--- src/rtl/multicycle_control.sv ---
// Multicycle MIPS-subset control unit: a Moore/Mealy FSM that sequences fetch,
// decode, execute, memory and write-back, holding in memory states until mem_ready.
module multicycle_control (
    input  logic       clk,
    input  logic       reset,
    input  logic [5:0] opcode,
    input  logic       mem_ready,
    input  logic       zero,
    output logic       pc_write,
    output logic       pc_write_cond,
    output logic       branch_ne,
    output logic       i_or_d,
    output logic       mem_read,
    output logic       mem_write,
    output logic       ir_write,
    output logic       reg_dst,
    output logic       mem_to_reg,
    output logic       reg_write,
    output logic       alu_src_a,
    output logic [1:0] alu_src_b,
    output logic [1:0] pc_source,
    output logic [3:0] alu_op,
    output logic       illegal_op,
    output logic [3:0] state
);

    typedef enum logic [3:0] {
        FETCH  = 4'd0,
        DECODE = 4'd1,
        MEMADR = 4'd2,
        MEMRD  = 4'd3,
        MEMWB  = 4'd4,
        MEMWR  = 4'd5,
        REXEC  = 4'd6,
        RWB    = 4'd7,
        BRANCH = 4'd8,
        IEXEC  = 4'd9,
        IWB    = 4'd10,
        JUMP   = 4'd11
    } state_e;

    localparam logic [5:0] OP_R    = 6'b000000;
    localparam logic [5:0] OP_LW   = 6'b100011;
    localparam logic [5:0] OP_SW   = 6'b101011;
    localparam logic [5:0] OP_BEQ  = 6'b000100;
    localparam logic [5:0] OP_BNE  = 6'b000101;
    localparam logic [5:0] OP_ADDI = 6'b001000;
    localparam logic [5:0] OP_ORI  = 6'b001101;
    localparam logic [5:0] OP_LUI  = 6'b001111;
    localparam logic [5:0] OP_J    = 6'b000010;

    localparam logic [3:0] ALU_R   = 4'b1111;
    localparam logic [3:0] ALU_ADD = 4'b0100;
    localparam logic [3:0] ALU_ORI = 4'b0101;
    localparam logic [3:0] ALU_LUI = 4'b0110;
    localparam logic [3:0] ALU_LW  = 4'b0001;
    localparam logic [3:0] ALU_SW  = 4'b0010;
    localparam logic [3:0] ALU_BR  = 4'b0011;

    state_e state_q, state_d;

    // The zero flag is combined with pc_write_cond/branch_ne in the datapath.
    logic unused_zero;
    assign unused_zero = zero;

    always_ff @(posedge clk or posedge reset) begin
        if (reset) state_q <= FETCH;
        else       state_q <= state_d;
    end

    assign state = state_q;

    always_comb begin
        state_d       = FETCH;
        pc_write      = 1'b0;
        pc_write_cond = 1'b0;
        branch_ne     = 1'b0;
        i_or_d        = 1'b0;
        mem_read      = 1'b0;
        mem_write     = 1'b0;
        ir_write      = 1'b0;
        reg_dst       = 1'b0;
        mem_to_reg    = 1'b0;
        reg_write     = 1'b0;
        alu_src_a     = 1'b0;
        alu_src_b     = 2'b00;
        pc_source     = 2'b00;
        alu_op        = 4'b0000;
        illegal_op    = 1'b0;

        case (state_q)
            FETCH: begin
                mem_read  = 1'b1;
                alu_src_b = 2'b01;
                alu_op    = ALU_ADD;
                if (mem_ready) begin
                    ir_write = 1'b1;
                    pc_write = 1'b1;
                    state_d  = DECODE;
                end else begin
                    state_d  = FETCH;
                end
            end
            DECODE: begin
                alu_src_b = 2'b11;
                alu_op    = ALU_ADD;
                case (opcode)
                    OP_LW, OP_SW:            state_d = MEMADR;
                    OP_R:                    state_d = REXEC;
                    OP_BEQ, OP_BNE:          state_d = BRANCH;
                    OP_ADDI, OP_ORI, OP_LUI: state_d = IEXEC;
                    OP_J:                    state_d = JUMP;
                    default: begin
                        illegal_op = 1'b1;
                        state_d    = FETCH;
                    end
                endcase
            end
            MEMADR: begin
                alu_src_a = 1'b1;
                alu_src_b = 2'b10;
                if (opcode == OP_SW) begin
                    alu_op  = ALU_SW;
                    state_d = MEMWR;
                end else begin
                    alu_op  = ALU_LW;
                    state_d = MEMRD;
                end
            end
            MEMRD: begin
                i_or_d   = 1'b1;
                mem_read = 1'b1;
                state_d  = mem_ready ? MEMWB : MEMRD;
            end
            MEMWB: begin
                reg_write  = 1'b1;
                mem_to_reg = 1'b1;
            end
            MEMWR: begin
                i_or_d    = 1'b1;
                mem_write = 1'b1;
                state_d   = mem_ready ? FETCH : MEMWR;
            end
            REXEC: begin
                alu_src_a = 1'b1;
                alu_op    = ALU_R;
                state_d   = RWB;
            end
            RWB: begin
                reg_write = 1'b1;
                reg_dst   = 1'b1;
            end
            BRANCH: begin
                alu_src_a     = 1'b1;
                alu_op        = ALU_BR;
                pc_write_cond = 1'b1;
                pc_source     = 2'b01;
                branch_ne     = (opcode == OP_BNE);
            end
            IEXEC: begin
                alu_src_a = 1'b1;
                alu_src_b = 2'b10;
                state_d   = IWB;
                case (opcode)
                    OP_ADDI: alu_op = ALU_ADD;
                    OP_ORI:  alu_op = ALU_ORI;
                    OP_LUI:  alu_op = ALU_LUI;
                    default: alu_op = 4'b0000;
                endcase
            end
            IWB: begin
                reg_write = 1'b1;
            end
            JUMP: begin
                pc_write  = 1'b1;
                pc_source = 2'b10;
            end
            default: state_d = FETCH;
        endcase

        // Strobes must be quiet while reset is held, even though state_q already reads FETCH.
        if (reset) begin
            pc_write      = 1'b0;
            pc_write_cond = 1'b0;
            branch_ne     = 1'b0;
            i_or_d        = 1'b0;
            mem_read      = 1'b0;
            mem_write     = 1'b0;
            ir_write      = 1'b0;
            reg_dst       = 1'b0;
            mem_to_reg    = 1'b0;
            reg_write     = 1'b0;
            alu_src_a     = 1'b0;
            alu_src_b     = 2'b00;
            pc_source     = 2'b00;
            alu_op        = 4'b0000;
            illegal_op    = 1'b0;
        end
    end

endmodule

--- config.mk ---
export PLATFORM = sky130hd
export DESIGN_NAME = multicycle_control
export DESIGN_NICKNAME = d
export VERILOG_FILES = /design/src/rtl/multicycle_control.sv
export SDC_FILE = /design/constraint.sdc
export NUM_CORES = 1
export LEC_CHECK = 0
export BUFFER_PORTS_ARGS = -buffer_cell sky130_fd_sc_hd__buf_2
export CAP_MARGIN = 10
export CELL_PAD_IN_SITES_DETAIL_PLACEMENT = 1
export CELL_PAD_IN_SITES_GLOBAL_PLACEMENT = 1
export CORE_ASPECT_RATIO = 0.6
export CORE_MARGIN = 2
export CORE_UTILIZATION = 29
export DETAILED_ROUTE_END_ITERATION = 16
export PLACE_DENSITY_LB_ADDON = 0.1
export SYNTH_ARGS = -nofsm -noshare
export SYNTH_HDL_FRONTEND = slang
export SYNTH_SLANG_ARGS = --single-unit
--- constraint.sdc ---
create_clock -name clk -period 1.8 [get_ports clk]
set_input_delay 0.36 -clock clk [delete_from_list [all_inputs] [get_ports clk]]
set_output_delay 0.36 -clock clk [all_outputs]
set_load 0.02 [all_outputs]
==> flow_metrics.env <==
export IMPL_antenna_found_initial=0
export IMPL_grt_overflow=0
export IMPL_cts_tree="yes"
export IMPL_clock_sinks=4
export IMPL_drc_errors=0
export IMPL_hold_viol=0
export IMPL_cts_clk_slew_worst_paths_ps=30
export IMPL_largest_register_ffs=4
export IMPL_post_dp_cell_area_sq_um=1090
export IMPL_cts_root_buffer="clkbuf_8"
export IMPL_r2r_start="state[1]"
export IMPL_worstPathCellList="and2b_2 > nand2_1 > or4_4 > a31oi_4 > buf_6"
export IMPL_register_area_sq_um=103
export IMPL_grt_pass1_vias=1034
export IMPL_die_x_um=65.0
export IMPL_ys_warn_count=0
export IMPL_rsz0062_at_grt="yes"
export IMPL_clockBufferDepth=2
export IMPL_seq_area_frac_synth=0.154
export IMPL_critPathSlowestCell="or4_4"
export IMPL_die_area_sq_um=2640
export IMPL_ant_nets=0
export IMPL_slowest_delay_ps=430
export IMPL_arrival_ps=1680
export IMPL_p_per_area_nw_per_um2=1240
export IMPL_multi_input_area_sq_um=678
export IMPL_start_util=0.302
export IMPL_critPathLaunch="state[1]"
export IMPL_critPathKind="reg -> out"
export IMPL_drtPass1Iterations=4
export IMPL_tightest_slew_ps=432
export IMPL_synth_cell_area_sq_um=648
export IMPL_synth_avg_cell_area_sq_um=6.55
export IMPL_ctsHoldBuffers=0
export IMPL_via_per_inst=6.05
export IMPL_portBuffers=32
export IMPL_tns_ps=-1570
export IMPL_fillers=263
export IMPL_yosysTopAreaCellShare=0.154
export IMPL_r2r_end="state[0]"
export IMPL_synth_edf_count=0
export IMPL_drive_above_1_share=0.656
export IMPL_cts_buffers=3
export IMPL_grt_pass1_wl_mm=5.33
export IMPL_ir_worst_vdd_mv=0.653
export IMPL_outcome="complete, but fails checks"
export IMPL_insertion_delay_ps=210
export IMPL_synth_main_ff_cell="dfrtp_1"
export IMPL_io_pins=34
export IMPL_antenna_cells=0
export IMPL_synth_seq_cells=4
export IMPL_dp_hpwl_mm=2.44
export IMPL_postLayoutCellArea_sq_um=1440
export IMPL_finalCriticalPeriod_ps=2040
export IMPL_critical_path_required_ps=1440
export IMPL_netlist_top_cells_area="dfrtp_1, nor2_1, nor3_1, o21ai_0, buf_2"
export IMPL_num_rows=13
export IMPL_area_growth_pct=122
export IMPL_netlist_instances=99
export IMPL_drt_iter0_drc=132
export IMPL_core_area_sq_um=2150
export IMPL_syn_nets=109
export IMPL_yosysUniqueCellTypes=36
export IMPL_setup_ws_ps=-239
export IMPL_num_vias=1168
export IMPL_violations="setup timing"
export IMPL_grt_usage=0.280
export IMPL_drv_slew=0
export IMPL_holdWs_ps=350
export IMPL_cp_endpoint="alu_op[0]"
export IMPL_die_h_um=40.6
export IMPL_setup_viol=13
export IMPL_path_max_fanout=2
export IMPL_yosysMostFrequentCell="nor2_1"
export IMPL_relSlewSlack=0.710
export IMPL_endpoint_kind="output port"
export IMPL_postSynth_asyncResetShare=1.00
export IMPL_power_leakage_uw=0.000630
export IMPL_final_nets=175
export IMPL_pre_cts_slack_ps=-102
export IMPL_grt_max_degree=18
export IMPL_reg2regPathDepth=6
export IMPL_wirelength_mm=4.55
export IMPL_worst_setup_path_start_kind="register"
export IMPL_finClkSkew_ps=0.671
export IMPL_synthTopCellsByCount="nor2_1, nand2_1, nor3_1, o21ai_0, buf_2"
export IMPL_min_period_over_period=1.13
export IMPL_wl_per_cell_um=23.6
export IMPL_r2r_slack_ps=180
export IMPL_maxCapViolCount=0
export IMPL_gp_congestion=0.860
export IMPL_max_freq_mhz=490
export IMPL_min_path_type="in -> async"
export IMPL_synth_top_cell_by_area="dfrtp_1"
export IMPL_htreeDepth=1
[per-stage QoR]
| stage | std cells | utilization | total power, uW |
|---|---|---|---|
| final | 193 | 0.669 | 1790 |
| after global routing | 193 | 0.669 | 1870 |
| after CTS | 189 | 0.607 | 1540 |
| after detailed placement | 181 | 0.507 | 1130 |
| after global placement | 181 | 0.507 | 1110 |
| after floorplan | 99 | - | 733 |
[worst max-delay path, delay by kind of cell, from the launching register on]
family / cells / cell delay [ps]
AOI/OAI and AO/OA: 1 / 170
DFF: 1 / 410
buffers and inverters: 1 / 140
and+or+nand+nor: 3 / 750
[power by group]
group          switching [uW]  leakage, uW  internal, uW
clock                    45.9    0.0000216           143
combinational             794     0.000559           643
sequential               37.5    0.0000499           125
total                     877     0.000630           910
[cell families (layout without fill, tap and decap cells)]
group	count (synthesis)	count (layout)	share of synthesized area
buf+inv	13	77	0.0927
compound gates	25	25	0.259
simple gates	54	54	0.452
mux	1	1	0.0154
flops	4	4	0.154
xor+xnor	2	2	0.0270
[routing by layer]
layer,routed length [um],track usage
met5,0,0
met4,197,0.0833
met3,334,0.0220
met2,2090,0.485
met1,1930,0.387
[area by class of cell]
cell class              instances  area share
clock buffers                   3      0.0287
flip-flops and latches          4      0.0714
inverters                       2     0.00697
repair buffers                 72       0.395
well taps                      30      0.0261
multi-input cells              82       0.472
[worst min-delay path by stage]
stage	from	end	slack [ps]	cells past startpoint
after global placement	reset	state[0]	450	3
after floorplan	reset	state[0]	380	2
after CTS	reset	state[3]	300	3
after global routing	reset	state[0]	330	3
final	reset	state[0]	350	3
after detailed placement	reset	state[3]	450	3
[timing repair]
item / CTS / global route
resized for setup: 41 / 21
endpoints found under the setup margin: 18 / 18
cloned: 1 / 0
pin swaps: 11 / 6
setup buffers: 7 / 4
[cell usage in the layout (no fill, tap or decap), drive strengths merged, types with 2 or more instances in the layout]
cell / count
o22ai: 2
nand2: 7
nor2: 15
clkbuf: 4
nor4: 2
o41ai: 2
buf: 71
and3: 2
a21oi: 3
nor4b: 2
dfrtp: 4
o21ai: 7
nand2b: 5
or3: 2
a32oi: 2
o31ai: 2
nand4: 2
a31oi: 3
inv: 2
nor3: 7
nand3: 4
nand3b: 2
Note: power is estimated with default switching activity, not from simulation.
